<file path="src/rtl/midi_rx.sv">
// MIDI serial receiver (31250 baud 8N1) with Note On/Off parser and running status.
// Define MIDI_RX_OMNI_EN to accept Note On/Off on every channel and ignore `channel`.
module midi_rx #(
    parameter int CLK_HZ = 12000000,
    parameter int BAUD   = 31250
) (
    input  logic       clk,
    input  logic       rst,
    input  logic       rx,
    input  logic [3:0] channel,
    output logic [7:0] midi_data,
    output logic [7:0] velocity,
    output logic       note_on,
    output logic       midi_valid,
    output logic       frame_error
);

    localparam int CLKS_PER_BIT = CLK_HZ / BAUD;
    localparam int CW = $clog2(CLKS_PER_BIT);
    localparam logic [CW-1:0] HALF_LOAD = CW'(CLKS_PER_BIT / 2 - 1);
    localparam logic [CW-1:0] BIT_LOAD  = CW'(CLKS_PER_BIT - 1);

    typedef enum logic [1:0] {IDLE, START, DATA, STOP} rx_state_t;
    typedef enum logic [1:0] {RS_NONE, RS_IGNORE, RS_NOTE} run_t;

    logic          rx_meta, rx_sync, rx_prev, fall;
    logic [1:0]    fill;
    rx_state_t     state, state_n;
    logic [CW-1:0] cnt, cnt_n;
    logic [2:0]    bit_idx, bit_idx_n;
    logic [7:0]    shreg, shreg_n;
    logic          byte_valid, byte_valid_n, frame_error_n;
    run_t          run;
    logic          run_on, idx, chan_ok, is_note_status;
    logic [7:0]    note;

    // rx_prev only holds real line samples once the reset value has left the
    // synchroniser, so a line held low across reset never looks like a start edge.
    always_ff @(posedge clk) begin
        if (rst) begin
            rx_meta <= 1'b1;
            rx_sync <= 1'b1;
            fill    <= '0;
            rx_prev <= 1'b0;
        end else begin
            rx_meta <= rx;
            rx_sync <= rx_meta;
            fill    <= {fill[0], 1'b1};
            rx_prev <= fill[1] & rx_sync;
        end
    end

    assign fall = fill[1] & rx_prev & ~rx_sync;

    always_comb begin
        state_n       = state;
        cnt_n         = cnt;
        bit_idx_n     = bit_idx;
        shreg_n       = shreg;
        byte_valid_n  = 1'b0;
        frame_error_n = 1'b0;
        case (state)
            IDLE: begin
                if (fall) begin
                    cnt_n   = HALF_LOAD;
                    state_n = START;
                end
            end
            START: begin
                if (cnt == '0) begin
                    if (!rx_sync) begin
                        state_n   = DATA;
                        cnt_n     = BIT_LOAD;
                        bit_idx_n = '0;
                    end else begin
                        state_n = IDLE;
                    end
                end else begin
                    cnt_n = cnt - 1'b1;
                end
            end
            DATA: begin
                if (cnt == '0) begin
                    shreg_n   = {rx_sync, shreg[7:1]};
                    cnt_n     = BIT_LOAD;
                    bit_idx_n = bit_idx + 1'b1;
                    if (bit_idx == 3'd7) state_n = STOP;
                end else begin
                    cnt_n = cnt - 1'b1;
                end
            end
            STOP: begin
                if (cnt == '0) begin
                    byte_valid_n  = rx_sync;
                    frame_error_n = ~rx_sync;
                    state_n       = IDLE;
                end else begin
                    cnt_n = cnt - 1'b1;
                end
            end
            default: state_n = IDLE;
        endcase
    end

    always_ff @(posedge clk) begin
        if (rst) begin
            state       <= IDLE;
            cnt         <= '0;
            bit_idx     <= '0;
            shreg       <= '0;
            byte_valid  <= 1'b0;
            frame_error <= 1'b0;
        end else begin
            state       <= state_n;
            cnt         <= cnt_n;
            bit_idx     <= bit_idx_n;
            shreg       <= shreg_n;
            byte_valid  <= byte_valid_n;
            frame_error <= frame_error_n;
        end
    end

`ifdef MIDI_RX_OMNI_EN
    assign chan_ok = 1'b1;
`else
    assign chan_ok = (shreg[3:0] == channel);
`endif

    assign is_note_status = (shreg[7:5] == 3'b100);

    // shreg is stable while byte_valid is high: the receiver sits in IDLE then.
    always_ff @(posedge clk) begin
        if (rst) begin
            run        <= RS_NONE;
            run_on     <= 1'b0;
            idx        <= 1'b0;
            note       <= '0;
            midi_data  <= '0;
            velocity   <= '0;
            note_on    <= 1'b0;
            midi_valid <= 1'b0;
        end else begin
            midi_valid <= 1'b0;
            if (frame_error) begin
                idx <= 1'b0;
            end else if (byte_valid) begin
                if (shreg[7:3] == 5'b11111) begin
                    run <= run;
                end else if (shreg[7:4] == 4'hF) begin
                    run <= RS_NONE;
                end else if (shreg[7]) begin
                    if (is_note_status && chan_ok) begin
                        run    <= RS_NOTE;
                        run_on <= shreg[4];
                        idx    <= 1'b0;
                    end else begin
                        run <= RS_IGNORE;
                    end
                end else if (run == RS_NOTE) begin
                    if (!idx) begin
                        note <= shreg;
                        idx  <= 1'b1;
                    end else begin
                        midi_data  <= note;
                        velocity   <= shreg;
                        note_on    <= run_on && (shreg != 8'h00);
                        midi_valid <= 1'b1;
                        idx        <= 1'b0;
                    end
                end
            end
        end
    end

endmodule

</file>
<file path="config.mk">
export PLATFORM = sky130hd
export DESIGN_NAME = midi_rx
export DESIGN_NICKNAME = d
export VERILOG_FILES = /design/src/rtl/midi_rx.sv
export SDC_FILE = /design/constraint.sdc
export NUM_CORES = 1
export LEC_CHECK = 0
export ABC_AREA = 1
export BUFFER_PORTS_ARGS = -buffer_cell sky130_fd_sc_hd__buf_2
export CAP_MARGIN = 20
export CORE_MARGIN = 2
export CORE_UTILIZATION = 50
export CTS_BUF_LIST = sky130_fd_sc_hd__clkbuf_16
export CTS_CLUSTER_DIAMETER = 60
export DETAILED_ROUTE_END_ITERATION = 10
export HOLD_SLACK_MARGIN = 0.02
export PLACE_DENSITY = 0.71
export REMOVE_ABC_BUFFERS = 1
export SLEW_MARGIN = 20
export SYNTH_ARGS = -nofsm -noshare
export SYNTH_HDL_FRONTEND = slang
export SYNTH_SLANG_ARGS = --single-unit
</file>
<file path="constraint.sdc">
create_clock -name clk -period 3.35 [get_ports clk]
set_input_delay 0.5025 -clock clk [delete_from_list [all_inputs] [get_ports clk]]
set_output_delay 0.5025 -clock clk [all_outputs]
set_load 0.1 [all_outputs]
</file>
# Yosys cells after proc, flatten, opt, wreduce, memory -nomap -nowiden
# Index checks and enable logic that the tools add are counted.
word_totals:
  regBits: 56
  in_bits: 7
classes:
  n_addsub: 2
  eq_ne: 18
  n_mux: 26
  n_bitwise: 13
  reduce_logical: 20
op_table:
  columns: ["operator", "n"]
  rows:
  - ["9-bit two-way mux", 5]
  - ["9-bit one-hot mux with 4 select lines", 1]
  - ["2-bit two-way mux", 9]
  - ["2-bit inequality test, second input constant", 7]
  - ["7-bit AND reduction", 2]
  - ["1-bit NOT", 10]
  - ["5-bit AND reduction", 2]
  - ["9-bit logical NOT", 1]
  - ["3-bit two-way mux", 3]
  - ["9-bit by 1-bit subtractor with 9-bit output, second input constant", 1]
  - ["2-bit one-hot mux with 4 select lines", 1]
  - ["4-bit AND reduction", 2]
  - ["8-bit nonzero test", 1]
  - ["7-bit OR reduction", 1]
  - ["2-bit == test, second input constant", 3]
  - ["3-bit == test, second input constant", 2]
  - ["1-bit two-way mux", 6]
  - ["3-bit one-hot mux with 2 select lines", 1]
  - ["6-bit AND reduction", 1]
  - ["2-bit nonzero test", 3]
  - ["5-bit == test, second input constant", 1]
  - ["4-bit == test", 1]
  - ["4-bit == test, second input constant", 1]
  - ["3-bit by 1-bit adder with 3-bit output, second input constant", 1]
  - ["10 further kinds", 13]

# Depth between registers and ports, before layout
logic_depth:
  depth_word: 5
  ltp_mapped: 10
  ltp_nobuf: 10

# Worst setup path before layout
# OpenSTA, ideal clock, no wires.
synth_path:
  path_kind: "reg2reg"
  start: "reg frame_error"
  end: "reg note[3]"
  setup_ns: 0.123
  arrival_time_ns: 1.613
  path_slack_ns: 1.614
  path_stages_with_launch: 7
  n_path_buf: 1
  period_less_slack_ns: 1.736
  cell_sequence: "dfxtp_1 > nor2_1 > nand3_1 > inv_1 > buf_2 > o21ai_0 > a21oi_1"
synth_via:
  elab_chain_cells: 2
synth_lines:
  columns: ["element", "line", "source"]
  rows:
  - ["start: declaration", "15", "output logic frame_error"]
  - ["start signal: assignment", "119", "frame_error <= frame_error_n;"]
  - ["1-bit NOT (no line)", null, null]
  - ["7-bit AND reduction (no line)", null, null]
  - ["end signal: assignment", "161", "note <= shreg;"]
  - ["end: declaration", "35", "logic [7:0] note;"]
# Every way passes these cells.
# A chain may end at the register's enable or synchronous reset.

# Worst setup path after layout
layout_path:
  start: "reg state[0]"
  end: "reg cnt[8]"
layout_via:
  elab_chain_cells: 3
  word_cells_on_any_way: 9
layout_lines:
  columns: ["element", "line", "source"]
  rows:
  - ["start: declaration", "28", "rx_state_t state, state_n;"]
  - ["start signal: assignment", "114", "state <= state_n;"]
  - ["2-bit by 1-bit == test with 1-bit output, or another cell as far along", "62", "case (state)"]
  - ["3-bit inequality test (no line) / 2-bit inequality test (equally long branches)", null, null]
  - ["3-bit AND reduction (no line)", null, null]
  - ["end signal: assignment", "115", "cnt <= cnt_n;"]
  - ["end: declaration", "29", "logic [CW-1:0] cnt, cnt_n;"]
# Several ways; a longest one is shown, not always the timed one.

==> flow_metrics.tcl <==
set metrics [dict create \
    status "completed" \
    p_leak_nw 1.30 \
    power.density_cell_area_nw_per_um2 529 \
    post_cts_resized 0 \
    power_w 0.00148 \
    synth.most_common_cell "dfxtp_1" \
    cts_tree "yes" \
    overflow 0 \
    maxCapViolations 0 \
    fillerInstances 435 \
    min_from "rx" \
    synth_area_leaders "dfxtp_1, o21ai_0, nand2_1" \
    initial_core_util_pct 52.3 \
    wl_per_cell_um 11.7 \
    async_reset_ff_share_pct 0 \
    syn-cell-area_um2 2500 \
    cpMaxStageDelayCell "dfxtp_1" \
    rsz0062_at_grt "false" \
    core_area_um2 4790 \
    clkSinkCount 56 \
    hold_class "in -> reg" \
    ant_nets 0 \
    cts_root_buf "clkbuf_16" \
    grt_max_degree 40 \
    ys_seq_elements 56 \
    drtPass1Iterations 4 \
    antenna_found_initial 0 \
    rr_startpoint "state[0]$_SDFFE_PP0P_" \
    finalSetupViolCount 0 \
    fin_ws_ns 1.63 \
    max_slew_margin_pct 33.2 \
    synthFlopType "dfxtp_1" \
    synthTopCellsByCount "dfxtp_1, nand2_1, nor2_1" \
    worst_ep_required_time_ns 3.58 \
    grt_pass1_vias 1867 \
    yosysTopAreaCell "dfxtp_1" \
    syn_to_final_growth_pct 11.7 \
    cellInternalPower_w 0.00105 \
    gp_congestion 0.872 \
    crit_type "reg -> reg" \
    ys_seq_area_share_pct 44.8 \
    vias 2160 \
    crit_chain "inv_1 > ha_1 > inv_1 > nand2_1 > inv_1 > nor2_1 > o21ai_0 > nand2_1 > nand2_1 > nor2_1" \
    drc 0 \
    h-tree-depth 2 \
    viasPerCell 5.05 \
    finalHoldViolations 0 \
    yosysWarnings 0 \
    path_max_fanout 6 \
    fmax_ghz 0.580 \
    initialDrtViolationCount 134 \
    drive_gt1_share_pct 12.7 \
    synth_edf_count 0 \
    power_frac_seq_pct 47.5 \
    critPathMaxStageDelay_ns 0.43 \
    slew_violations 0 \
    critical_path_buf_inv_count 3 \
    cts.reportedPaths.clkPinSlew_ns 0.07 \
    ir_drop_mv 0.287 \
    finalWirelength_um 5020 \
    tritoncts.num_buffers 5 \
    crit_start "state[0]$_SDFFE_PP0P_" \
    dieHeight_um 74.8 \
    place_ws_ns 1.40 \
    finalCritPeriodShare_pct 51.5 \
    holdBufCountCts 0 \
    numPortBuffers 23 \
    p_comb_share_pct 17.5 \
    hpwlAfterDp_um 3460 \
    synth.avg_cell_area_um2 7.37 \
    crit_path_end_kind "flip-flop" \
    netlist.area_leader.share_pct 44.8 \
    dieWidth_um 74.8 \
    rows 25 \
    dieArea_um2 5590 \
    clk_latency_ns 0.29 \
    cp-start-kind "flip-flop" \
    io_pins 26 \
    layout.nets 375 \
    clockPowerShare_pct 35.0 \
    num_antenna_cells 0 \
    period_needed_ns 1.72 \
    hold-worst-slack_ns 0.386 \
    critPathTopFamily "simple AND/OR/NAND/NOR gates" \
    switchingPower_w 0.000431 \
    worst_pin_slew_ns 1.00 \
    swShare_pct 29.2 \
    post_cts_buffers 0 \
    cts_max_path_buffers 2 \
    grtUsageTotal_pct 19.2 \
    grt_pass1_wl_um 8290 \
    final.setup.tns_ns 0 \
    finalClockSkew_ns 0.00556 \
    ys_types 31 \
    crit_arrival_ns 1.96 \
    postSynthCellCount 340 \
]
## path summary, 6_finish.rpt
path,to,slack [ns],cells after the start
worst min-delay path,rx_meta$_SDFF_PP1_,0.39,2
worst min register to register,fill[1]$_SDFF_PP0_,0.41,2
worst max-delay path,cnt[8]$_SDFFE_PP0P_,1.63,10
worst max register to register,cnt[8]$_SDFFE_PP0P_,1.63,10
## logic make-up after synthesis
group,Yosys count,share of synthesized area [%]
compound gates,87,18.0
flops,56,44.8
other cells,1,0.150
fa+ha+maj,8,4.00
simple gates,135,24.0
xor+xnor,1,0.350
buf+inv,52,8.69
## power groups by stage
stage	Sequential (W)	Clock, W	Combinational, W
CTS	0.000702	0.000529	0.000261
detailed placement	0.000717	0	0.000259
global placement	0.000717	0	0.000254
floorplan	0.000713	0	0.000211
finish	0.000702	0.000518	0.000259
global route	0.000705	0.000554	0.000294
## through the flow
step,area [um^2],cells,utilization [%]
after CTS,2800,428,58.5
final,2800,428,58.5
after detailed placement,2650,420,55.4
after global routing,2800,428,58.5
after global placement,2650,420,55.4
after floorplan,2440,329,-
## cell type report
type	count	area [um^2]	share of cell area, %
Tap cell	67	83.8	3.00
Sequential cell	56	1120	40.1
Clock inverter	3	22.5	0.805
Clock buffer	5	125	4.47
Multi-Input combinational cell	233	1170	41.8
Timing Repair Buffer	24	123	4.38
Inverter	40	153	5.46
## flip-flops by register name (all words and copies together) (netlist names), 2 cells and up, named ones only
name	count
run	2
bit_idx	3
velocity	7
fill	2
midi_data	7
shreg	8
cnt	9
note	7
## layer usage
layer  global-route usage [%]  part of all wire, %  routed length, um  vias to the layer above
met3                     4.82                  4.0                202                        6
li1                         -                    -                  -                     1148
met5                        0                    0                  0                        -
met1                     26.5                   49               2480                      973
met4                     6.15                  1.1                 55                        0
met2                     29.6                   45               2280                       33
## cell usage in the layout, fill, tap and decap left out, drive strengths merged
cell,count
o21bai,2
a211oi,1
o21a,1
clkbuf,5
o31ai,1
clkinv,2
inv,41
nor3,2
dfxtp,56
conb,2
nor4,1
ha,8
nor2,49
nand3,14
buf,24
nand2,57
o21ai,45
nand4,9
a21oi,37
xnor2,1
or2,3
Power figures use the tool's default switching activity.
